==> src/rtl/axis_rr_arbiter_pkg.sv <==
// Shared types and helpers for the round-robin AXI-Stream arbiter.
// State encoding plus a constant-foldable clog2.
package axis_pkg;

   typedef enum logic {
      ST_IDLE = 1'b0,
      ST_BUSY = 1'b1
   } state_e;

   function automatic int clog2(input int v);
      int r;
      r = 0;
      for (int i = 0; i < 31; i++) begin
         if ((1 << i) < v) r = i + 1;
      end
      return r;
   endfunction

endpackage

==> src/rtl/axis_rr_arbiter_if.sv <==
// Bus bundle between the byte requesters, the arbiter and the packer.
// slave is the arbiter's view; master is the surrounding system's view.
interface axis_rr_arbiter_if #(
   parameter int NUM_SRC = 4,
   parameter int DW      = 8
) ();
   import axis_pkg::*;

   localparam int IDW = clog2(NUM_SRC);

   logic [NUM_SRC*DW-1:0] s_tdata;
   logic [NUM_SRC-1:0]    s_tvalid;
   logic [NUM_SRC-1:0]    s_tlast;
   logic [NUM_SRC-1:0]    s_tready;
   logic [DW-1:0]         m_tdata;
   logic                  m_tvalid;
   logic                  m_tready;
   logic                  m_tlast;
   logic [IDW-1:0]        m_tid;
   logic                  trunc_pulse;

   modport slave (
      input  s_tdata, s_tvalid, s_tlast, m_tready,
      output s_tready, m_tdata, m_tvalid, m_tlast,
      output m_tid, trunc_pulse
   );

   modport master (
      output s_tdata, s_tvalid, s_tlast, m_tready,
      input  s_tready, m_tdata, m_tvalid, m_tlast,
      input  m_tid, trunc_pulse
   );

endinterface

==> src/rtl/axis_rr_arbiter_rr_pick.sv <==
// Rotating priority finder: first set request at or after ptr,
// wrapping modulo NUM_SRC.
module rr_pick #(
   parameter int NUM_SRC = 4,
   parameter int IDW     = 2
) (
   input  logic [NUM_SRC-1:0] req,
   input  logic [IDW-1:0]     ptr,
   output logic [IDW-1:0]     idx,
   output logic               any
);

   int i;

   // Scan offsets high to low so the smallest offset from ptr wins.
   always_comb begin
      idx = '0;
      any = 1'b0;
      i   = 0;
      for (int k = NUM_SRC - 1; k >= 0; k--) begin
         i = int'(ptr) + k;
         if (i >= NUM_SRC) i = i - NUM_SRC;
         if (req[i]) begin
            idx = IDW'(i);
            any = 1'b1;
         end
      end
   end

endmodule

==> src/rtl/axis_rr_arbiter.sv <==
// Packet-locked round-robin arbiter feeding one byte-stream sink.
// Holds a grant until last (or the beat limit) and registers the output.
module axis_rr_arbiter
   import axis_pkg::*;
#(
   parameter int NUM_SRC   = 4,
   parameter int DW        = 8,
   parameter int MAX_BEATS = 64
) (
   input  logic              clk,
   input  logic              reset,
   axis_rr_arbiter_if.slave  bus
);

   localparam int IDW = clog2(NUM_SRC);
   localparam int CW  = clog2(MAX_BEATS + 1);

   state_e         state_q, state_d;
   logic [IDW-1:0] grant_q, grant_d;
   logic [IDW-1:0] ptr_q, ptr_d;
   logic [CW-1:0]  beat_cnt_q, beat_cnt_d;
   logic [DW-1:0]  m_tdata_q, m_tdata_d;
   logic           m_tvalid_q, m_tvalid_d;
   logic           m_tlast_q, m_tlast_d;
   logic [IDW-1:0] m_tid_q, m_tid_d;
   logic           trunc_q, trunc_d;

   logic [IDW-1:0]     pick_idx;
   logic               pick_any;
   logic               sel_valid;
   logic               sel_last;
   logic [DW-1:0]      sel_data;
   logic               grant_rdy;
   logic               accept;
   logic               cnt_max;
   logic [NUM_SRC-1:0] s_tready_c;

   rr_pick #(
      .NUM_SRC (NUM_SRC),
      .IDW     (IDW)
   ) u_pick (
      .req (bus.s_tvalid),
      .ptr (ptr_q),
      .idx (pick_idx),
      .any (pick_any)
   );

   // Granted-source view and the handshake back to it.
   always_comb begin
      sel_valid  = bus.s_tvalid[grant_q];
      sel_last   = bus.s_tlast[grant_q];
      sel_data   = bus.s_tdata[grant_q*DW +: DW];
      grant_rdy  = (state_q == ST_BUSY) &&
                   (!m_tvalid_q || bus.m_tready);
      accept     = grant_rdy && sel_valid;
      cnt_max    = (beat_cnt_q == CW'(MAX_BEATS - 1));
      s_tready_c = '0;
      if (grant_rdy) s_tready_c[grant_q] = 1'b1;
   end

   // Next-state: arbitration, beat counting and output register load.
   always_comb begin
      state_d    = state_q;
      grant_d    = grant_q;
      ptr_d      = ptr_q;
      beat_cnt_d = beat_cnt_q;
      m_tdata_d  = m_tdata_q;
      m_tlast_d  = m_tlast_q;
      m_tid_d    = m_tid_q;
      m_tvalid_d = m_tvalid_q;
      trunc_d    = 1'b0;

      if (bus.m_tready) m_tvalid_d = 1'b0;

      if (accept) begin
         m_tvalid_d = 1'b1;
         m_tdata_d  = sel_data;
         m_tid_d    = grant_q;
         m_tlast_d  = sel_last || cnt_max;
         trunc_d    = !sel_last && cnt_max;
      end

      unique case (state_q)
         ST_IDLE: begin
            if (pick_any) begin
               grant_d    = pick_idx;
               beat_cnt_d = '0;
               state_d    = ST_BUSY;
            end
         end
         ST_BUSY: begin
            if (accept) begin
               beat_cnt_d = beat_cnt_q + 1'b1;
               if (sel_last || cnt_max) begin
                  state_d = ST_IDLE;
                  if (grant_q == IDW'(NUM_SRC - 1))
                     ptr_d = '0;
                  else
                     ptr_d = grant_q + 1'b1;
               end
            end
         end
         default: state_d = ST_IDLE;
      endcase
   end

   // State and output registers; reset drops any held beat.
   always_ff @(posedge clk) begin
      if (reset) begin
         state_q    <= ST_IDLE;
         grant_q    <= '0;
         ptr_q      <= '0;
         beat_cnt_q <= '0;
         m_tdata_q  <= '0;
         m_tvalid_q <= 1'b0;
         m_tlast_q  <= 1'b0;
         m_tid_q    <= '0;
         trunc_q    <= 1'b0;
      end else begin
         state_q    <= state_d;
         grant_q    <= grant_d;
         ptr_q      <= ptr_d;
         beat_cnt_q <= beat_cnt_d;
         m_tdata_q  <= m_tdata_d;
         m_tvalid_q <= m_tvalid_d;
         m_tlast_q  <= m_tlast_d;
         m_tid_q    <= m_tid_d;
         trunc_q    <= trunc_d;
      end
   end

   assign bus.s_tready    = s_tready_c;
   assign bus.m_tdata     = m_tdata_q;
   assign bus.m_tvalid    = m_tvalid_q;
   assign bus.m_tlast     = m_tlast_q;
   assign bus.m_tid       = m_tid_q;
   assign bus.trunc_pulse = trunc_q;

endmodule

==> src/flat_wrapper.sv <==
// flat-port wrapper written by rule: the top's interface ports become plain ports
module axis_rr_arbiter_flat import axis_pkg::*;
#(
   parameter int NUM_SRC   = 4,
   parameter int DW        = 8,
   parameter int MAX_BEATS = 64
)
  (clk, reset, bus_s_tdata, bus_s_tvalid, bus_s_tlast, bus_m_tready, bus_s_tready, bus_m_tdata, bus_m_tvalid, bus_m_tlast, bus_m_tid, bus_trunc_pulse);
  axis_rr_arbiter_if #(.NUM_SRC(NUM_SRC), .DW(DW)) bus_i ();
  input  logic clk;
  input  logic reset;
  input wire logic [$bits(bus_i.s_tdata)-1:0] bus_s_tdata;
  input wire logic [$bits(bus_i.s_tvalid)-1:0] bus_s_tvalid;
  input wire logic [$bits(bus_i.s_tlast)-1:0] bus_s_tlast;
  input wire logic [$bits(bus_i.m_tready)-1:0] bus_m_tready;
  output wire logic [$bits(bus_i.s_tready)-1:0] bus_s_tready;
  output wire logic [$bits(bus_i.m_tdata)-1:0] bus_m_tdata;
  output wire logic [$bits(bus_i.m_tvalid)-1:0] bus_m_tvalid;
  output wire logic [$bits(bus_i.m_tlast)-1:0] bus_m_tlast;
  output wire logic [$bits(bus_i.m_tid)-1:0] bus_m_tid;
  output wire logic [$bits(bus_i.trunc_pulse)-1:0] bus_trunc_pulse;
  assign bus_i.s_tdata = bus_s_tdata;
  assign bus_i.s_tvalid = bus_s_tvalid;
  assign bus_i.s_tlast = bus_s_tlast;
  assign bus_i.m_tready = bus_m_tready;
  assign bus_s_tready = bus_i.s_tready;
  assign bus_m_tdata = bus_i.m_tdata;
  assign bus_m_tvalid = bus_i.m_tvalid;
  assign bus_m_tlast = bus_i.m_tlast;
  assign bus_m_tid = bus_i.m_tid;
  assign bus_trunc_pulse = bus_i.trunc_pulse;
  axis_rr_arbiter #(.NUM_SRC(NUM_SRC), .DW(DW), .MAX_BEATS(MAX_BEATS)) u_core (.clk(clk), .reset(reset), .bus(bus_i));
endmodule
==> config.mk <==
export PLATFORM = sky130hd
export DESIGN_NAME = axis_rr_arbiter_flat
export DESIGN_NICKNAME = d
export VERILOG_FILES = /design/src/rtl/axis_rr_arbiter_pkg.sv /design/src/rtl/axis_rr_arbiter_if.sv /design/src/rtl/axis_rr_arbiter_rr_pick.sv /design/src/rtl/axis_rr_arbiter.sv /design/src/flat_wrapper.sv
export SDC_FILE = /design/constraint.sdc
export NUM_CORES = 1
export LEC_CHECK = 0
export CAP_MARGIN = 30
export CORE_UTILIZATION = 46
export DETAILED_ROUTE_END_ITERATION = 10
export HOLD_SLACK_MARGIN = 0.06
export PLACE_DENSITY = 0.85
export SLEW_MARGIN = 40
export SYNTH_ARGS = -nofsm -noshare
export SYNTH_HDL_FRONTEND = slang
export SYNTH_HIERARCHICAL = 1
export SYNTH_SLANG_ARGS = --single-unit
==> constraint.sdc <==
create_clock -name clk -period 5.95 [get_ports clk]
set_input_delay 0.8925 -clock clk [delete_from_list [all_inputs] [get_ports clk]]
set_output_delay 0.8925 -clock clk [all_outputs]
set_load 0.02 [all_outputs]
Word-level counts from Yosys, hierarchy flattened:

Index checks and enable logic that the tools add are counted.

* latch bits: 0
* input port bits: 43
* output and inout port bits: 17
* logic and storage cells: 89
* memory bits (read-only): 0
* register bits after elaboration: 25
* memories: 0
* RAM bits: 0

* add/sub/neg operators: 9
* muxes and demuxes: 41
* shift operators: 1
* multipliers: 0
* divide/modulo/power cells: 0
* reductions and logical operators: 13
* $lt $le $gt $ge: 10
* bitwise operators: 2
* equality and inequality tests: 4

Operators by type and width (number)
* $lt A32 B4 Y1 const B: 4
* $mux W32: 4
* $ge A32 B4 Y1 const B: 1
* $shiftx A32 B6 Y8: 1
* $sub A32 B4 Y32 const B: 1
* $mux W1: 20
* $mux W7: 2
* $pmux W7 S2: 1
* $bmux W1 S2: 6
* $mux W2: 5
* $sub A3 B3 Y4 const B: 2
* $add A7 B1 Y7 const B: 1
* $eq A7 B6 Y1 const B: 1
* $add A2 B2 Y3 const B: 2
* $ge A3 B3 Y1 const B: 2
* $logic_and A1 B1 Y1: 4
* $mux W4: 1
* $reduce_and A2 Y1: 2
* $sub A2 B3 Y4 const B: 1
* $add A2 B1 Y3 const B: 1
* $ge A2 B3 Y1 const B: 1
* $lt A2 B3 Y1 const B: 1
* $reduce_and A3 Y1: 1
* $add A2 B1 Y2 const B: 1
* 11 further kinds: 14

Depth between registers and ports, before layout:

* depth after elaboration: 12
* mapped depth: 7
* gate-level depth less buffers: 6

By module:

The synthesis kept the hierarchy.

Modules (own cells, without submodules)
* axis_rr_arbiter: area an instance 1370.1 um2, cells an instance 152, sequential area each 500.5 um2, instances 1
* rr_pick: area an instance 77.6 um2, cells an instance 13, sequential area each 0.0 um2, instances 1

Worst setup path after synthesis:

Ideal clock, no wire load.

* kind: input to output
* from: input bus_m_tready
* to: output bus_s_tready[0]
* cell stages on the path: 3
* arrival: 1485 ps
* buffers on the path: 1
* setup slack: 3572 ps
* cells stage by stage: nand2b_1 clkbuf_1 and3_1

* cells in the longest elaborated chain, start to end: 3

RTL lines
* start, declared: line flat_wrapper.sv:15 `input wire logic [$bits(bus_i.m_tready)-1:0] bus_m_tready;`
* $logic_or A1 B1 Y1: line axis_rr_arbiter.sv:54 `(!m_tvalid_q || bus.m_tready);`
* $logic_and A1 B1 Y1: line axis_rr_arbiter.sv:53 `grant_rdy = (state_q == ST_BUSY) &&`
* $mux W4: line axis_rr_arbiter.sv:58 `if (grant_rdy) s_tready_c[grant_q] = 1'b1;`
* end, declared: line flat_wrapper.sv:16 `output wire logic [$bits(bus_i.s_tready)-1:0] bus_s_tready;`

Every way passes these cells.

Worst setup path after layout:

* from: input bus_m_tready
* to: output bus_s_tready[3]

The elaborated chain is that of the path after synthesis.

==> results_dict.tcl <==
set metrics [dict create \
    drt_iter0_markers 57 \
    synth_top_family_by_area "simple AND/OR/NAND/NOR gates" \
    nNetsFinal 265 \
    finalCritPeriodShare_pct 56.3 \
    avgSynthCellArea_um2 8.77 \
    synthTopCellsByCount "32 x nand2_1, 25 x dfxtp_1, 21 x a21oi_1" \
    hold_viol 0 \
    r2r_start "u_core/grant_q[0]" \
    period_minus_slack_ps 3350 \
    hold_path_startpoint "u_core/bus.m_tlast" \
    die_area_mm2 0.00338 \
    synth_edf_count 0 \
    holdPathEnd "u_core/bus.m_tlast" \
    portBuffers 59 \
    grt-ovfl-total 0 \
    num_rows 19 \
    nFillCells 223 \
    wirelength_mm 4.14 \
    post_cts_buffers 0 \
    finalWeightedCongestion 0.786 \
    finalPower_uw 366 \
    floorplan.initialDensity_pct 50.3 \
    p_leak_uw 0.000708 \
    ant_nets 0 \
    max_slew_margin_pct 56.5 \
    arrival_ps 2460 \
    htree_num_levels 1 \
    final.setup.tns_ps 0 \
    start_kind "input port" \
    max_freq_mhz 298 \
    clkSinkCount 25 \
    skew_ps 10.7 \
    final_max_slew_viol_count 0 \
    route.vias.total 1445 \
    synth_cells 165 \
    antennaDiodeCount 0 \
    min_path_type "reg -> reg" \
    netlist_area_mm2 0.00145 \
    synth_compound_area_share_pct 15.0 \
    synth_fa_ha_area_share_pct 4.32 \
    grt_setup_unrepaired "no" \
    ys_ff_latch 25 \
    yosys_warnings 6 \
    p_clk_share_pct 21.7 \
    swShare_pct 29.6 \
    routed_via_density 5.60 \
    hold_depth 2 \
    synth_xor_area_share_pct 0 \
    power.density_mw_per_mm2 177 \
    required_ps 5060 \
    die_x_um 58.1 \
    worstPathMaxFanout 10 \
    synthDistinctLibCells 35 \
    comb_power_share_pct 27.1 \
    p_switching_uw 108 \
    irDropWorstVdd_mv 0.110 \
    p_int_uw 258 \
    drv_cap 0 \
    yosys.area_share.simple_pct 23.9 \
    grt_pass1_wl_mm 6.82 \
    cp-end-kind "output pin" \
    cts_root_buffer "clkbuf_4" \
    synthArstFlopShare_pct 0 \
    antenna_found_initial 0 \
    synthFlopType "dfxtp_1" \
    grtUsageTotal_pct 26.4 \
    coreArea_mm2 0.00288 \
    r2r_cells 4 \
    dr.pass1.iters 4 \
    synth_mux_area_share_pct 17.7 \
    seqPwrFrac_pct 51.2 \
    path_clk_slew_ps 150 \
    cts_made_buffers 3 \
    postCtsHoldBufs 0 \
    clock_latency_ps 320 \
    finalSetupViolations 0 \
    clockBufferDepth 2 \
    tightest_slew_ps 651 \
    cts_resized 0 \
    pin_count 60 \
    drc 0 \
    rr_endpoint "u_core/beat_cnt_q[3]" \
    yosys.area.top_type "dfxtp_1" \
    status "complete, no violations" \
    critPathKind "in -> out" \
    synth_area_leaders "dfxtp_1 35%, mux4_2 16%, nand2_1 8.3%" \
    synth.most_common_cell "nand2_1" \
    synth_top_area_share_pct 34.6 \
    seq_area_frac_synth_pct 34.6 \
    drt-wirelength-per-cell_um 16.1 \
    synth_fp_nets 213 \
    place_hpwl_mm 3.14 \
    grt_pass1_vias 1440 \
    r2r_setup_slack_ps 3560 \
    cts_tree "built" \
    areaGrowthSynthToFinish_pct 42.9 \
    grt_max_degree 28 \
    drive_gt1_share_pct 8.80 \
    die_y_um 58.1 \
]
stage by stage:
stage / instances / cell area [um2] / hold slack [ps] / util (%) / worst slack, ps
after global routing: 258 / 2070 / 502 / 71.9 / 2520
after global placement: 254 / 2040 / 442 / 70.8 / 2640
after detailed placement: 254 / 2030 / 447 / 70.7 / 2620
after floorplan: 165 / 1450 / 446 / - / 3570
final: 258 / 2070 / 462 / 71.9 / 2600
after CTS: 258 / 2060 / 467 / 71.7 / 2610
final cells by class:
class	instances	area, um2	share of cell area [%]
clock buffer	3	22.5	1.09
clock inverter	1	7.51	0.363
inverter	3	11.3	0.544
multi-input combinational	125	887	42.9
sequential	25	502	24.3
tap	42	52.6	2.54
timing repair buffer	59	586	28.3
critical path, stage by stage:
cell             delay, ps
clkdlybuf4s50_1        450
nand2b_1               300
and3_1                 220
clkdlybuf4s50_1        600
logic make-up (layout without fill, tap and decap cells):
group	count (synthesis)	after routing
flops	25	25
mux	13	13
compound gates	38	38
fa+ha+maj	5	5
simple gates	69	69
buf+inv	15	66
how the worst max path moves through the flow:
stage	slack, ps	end	from	depth (start not counted)
3_3_place_gp	2640	bus_s_tready[3]	bus_m_tready	4
5_1_grt	2520	bus_s_tready[2]	bus_m_tready	4
6_report	2600	bus_s_tready[3]	bus_m_tready	4
2_1_floorplan	3570	bus_s_tready[0]	bus_m_tready	3
3_5_place_dp	2620	u_core/ptr_q[0]	bus_s_tvalid[3]	5
4_1_cts	2610	bus_s_tready[3]	bus_m_tready	4
sequential cells by signal, summed over array words and instances, names as in the netlist:
| register | cells |
|---|---|
| u_core/beat_cnt_q | 7 |
| u_core/bus.m_tdata | 8 |
| u_core/bus.m_tid | 2 |
| u_core/bus.m_tlast | 1 |
| u_core/bus.m_tvalid | 1 |
| u_core/bus.trunc_pulse | 1 |
| u_core/grant_q | 2 |
| u_core/ptr_q | 2 |
| u_core/state_q | 1 |
layout by cell type, fill, tap and decap left out, types with 3 or more instances in the layout:
cell type,n
a21oi_1,21
a31oi_1,4
and3_1,5
clkbuf_4,3
clkdlybuf4s50_1,58
dfxtp_1,24
ha_1,5
inv_1,3
mux4_2,10
nand2_1,32
nand2b_1,4
nand3_1,4
nor2_1,7
o21ai_0,6
power groups by stage:
stage / combinational [uW] / sequential [uW] / clock [uW]
2_1_floorplan: 50.1 / 190 / 0
3_3_place_gp: 95.4 / 190 / 0
3_5_place_dp: 98.4 / 191 / 0
4_1_cts: 98.6 / 188 / 80.7
5_1_grt: 107 / 190 / 89.1
6_report: 99.3 / 188 / 79.4
metal layers:
layer | share of wire (%) | GRT usage (%)
met2 | 52 | 48.4
met4 | 1.5 | 8.16
met5 | 0 | 0
met3 | 6.3 | 2.68
met1 | 41 | 32.4
No activity file was read; power rests on OpenSTA's default activity.
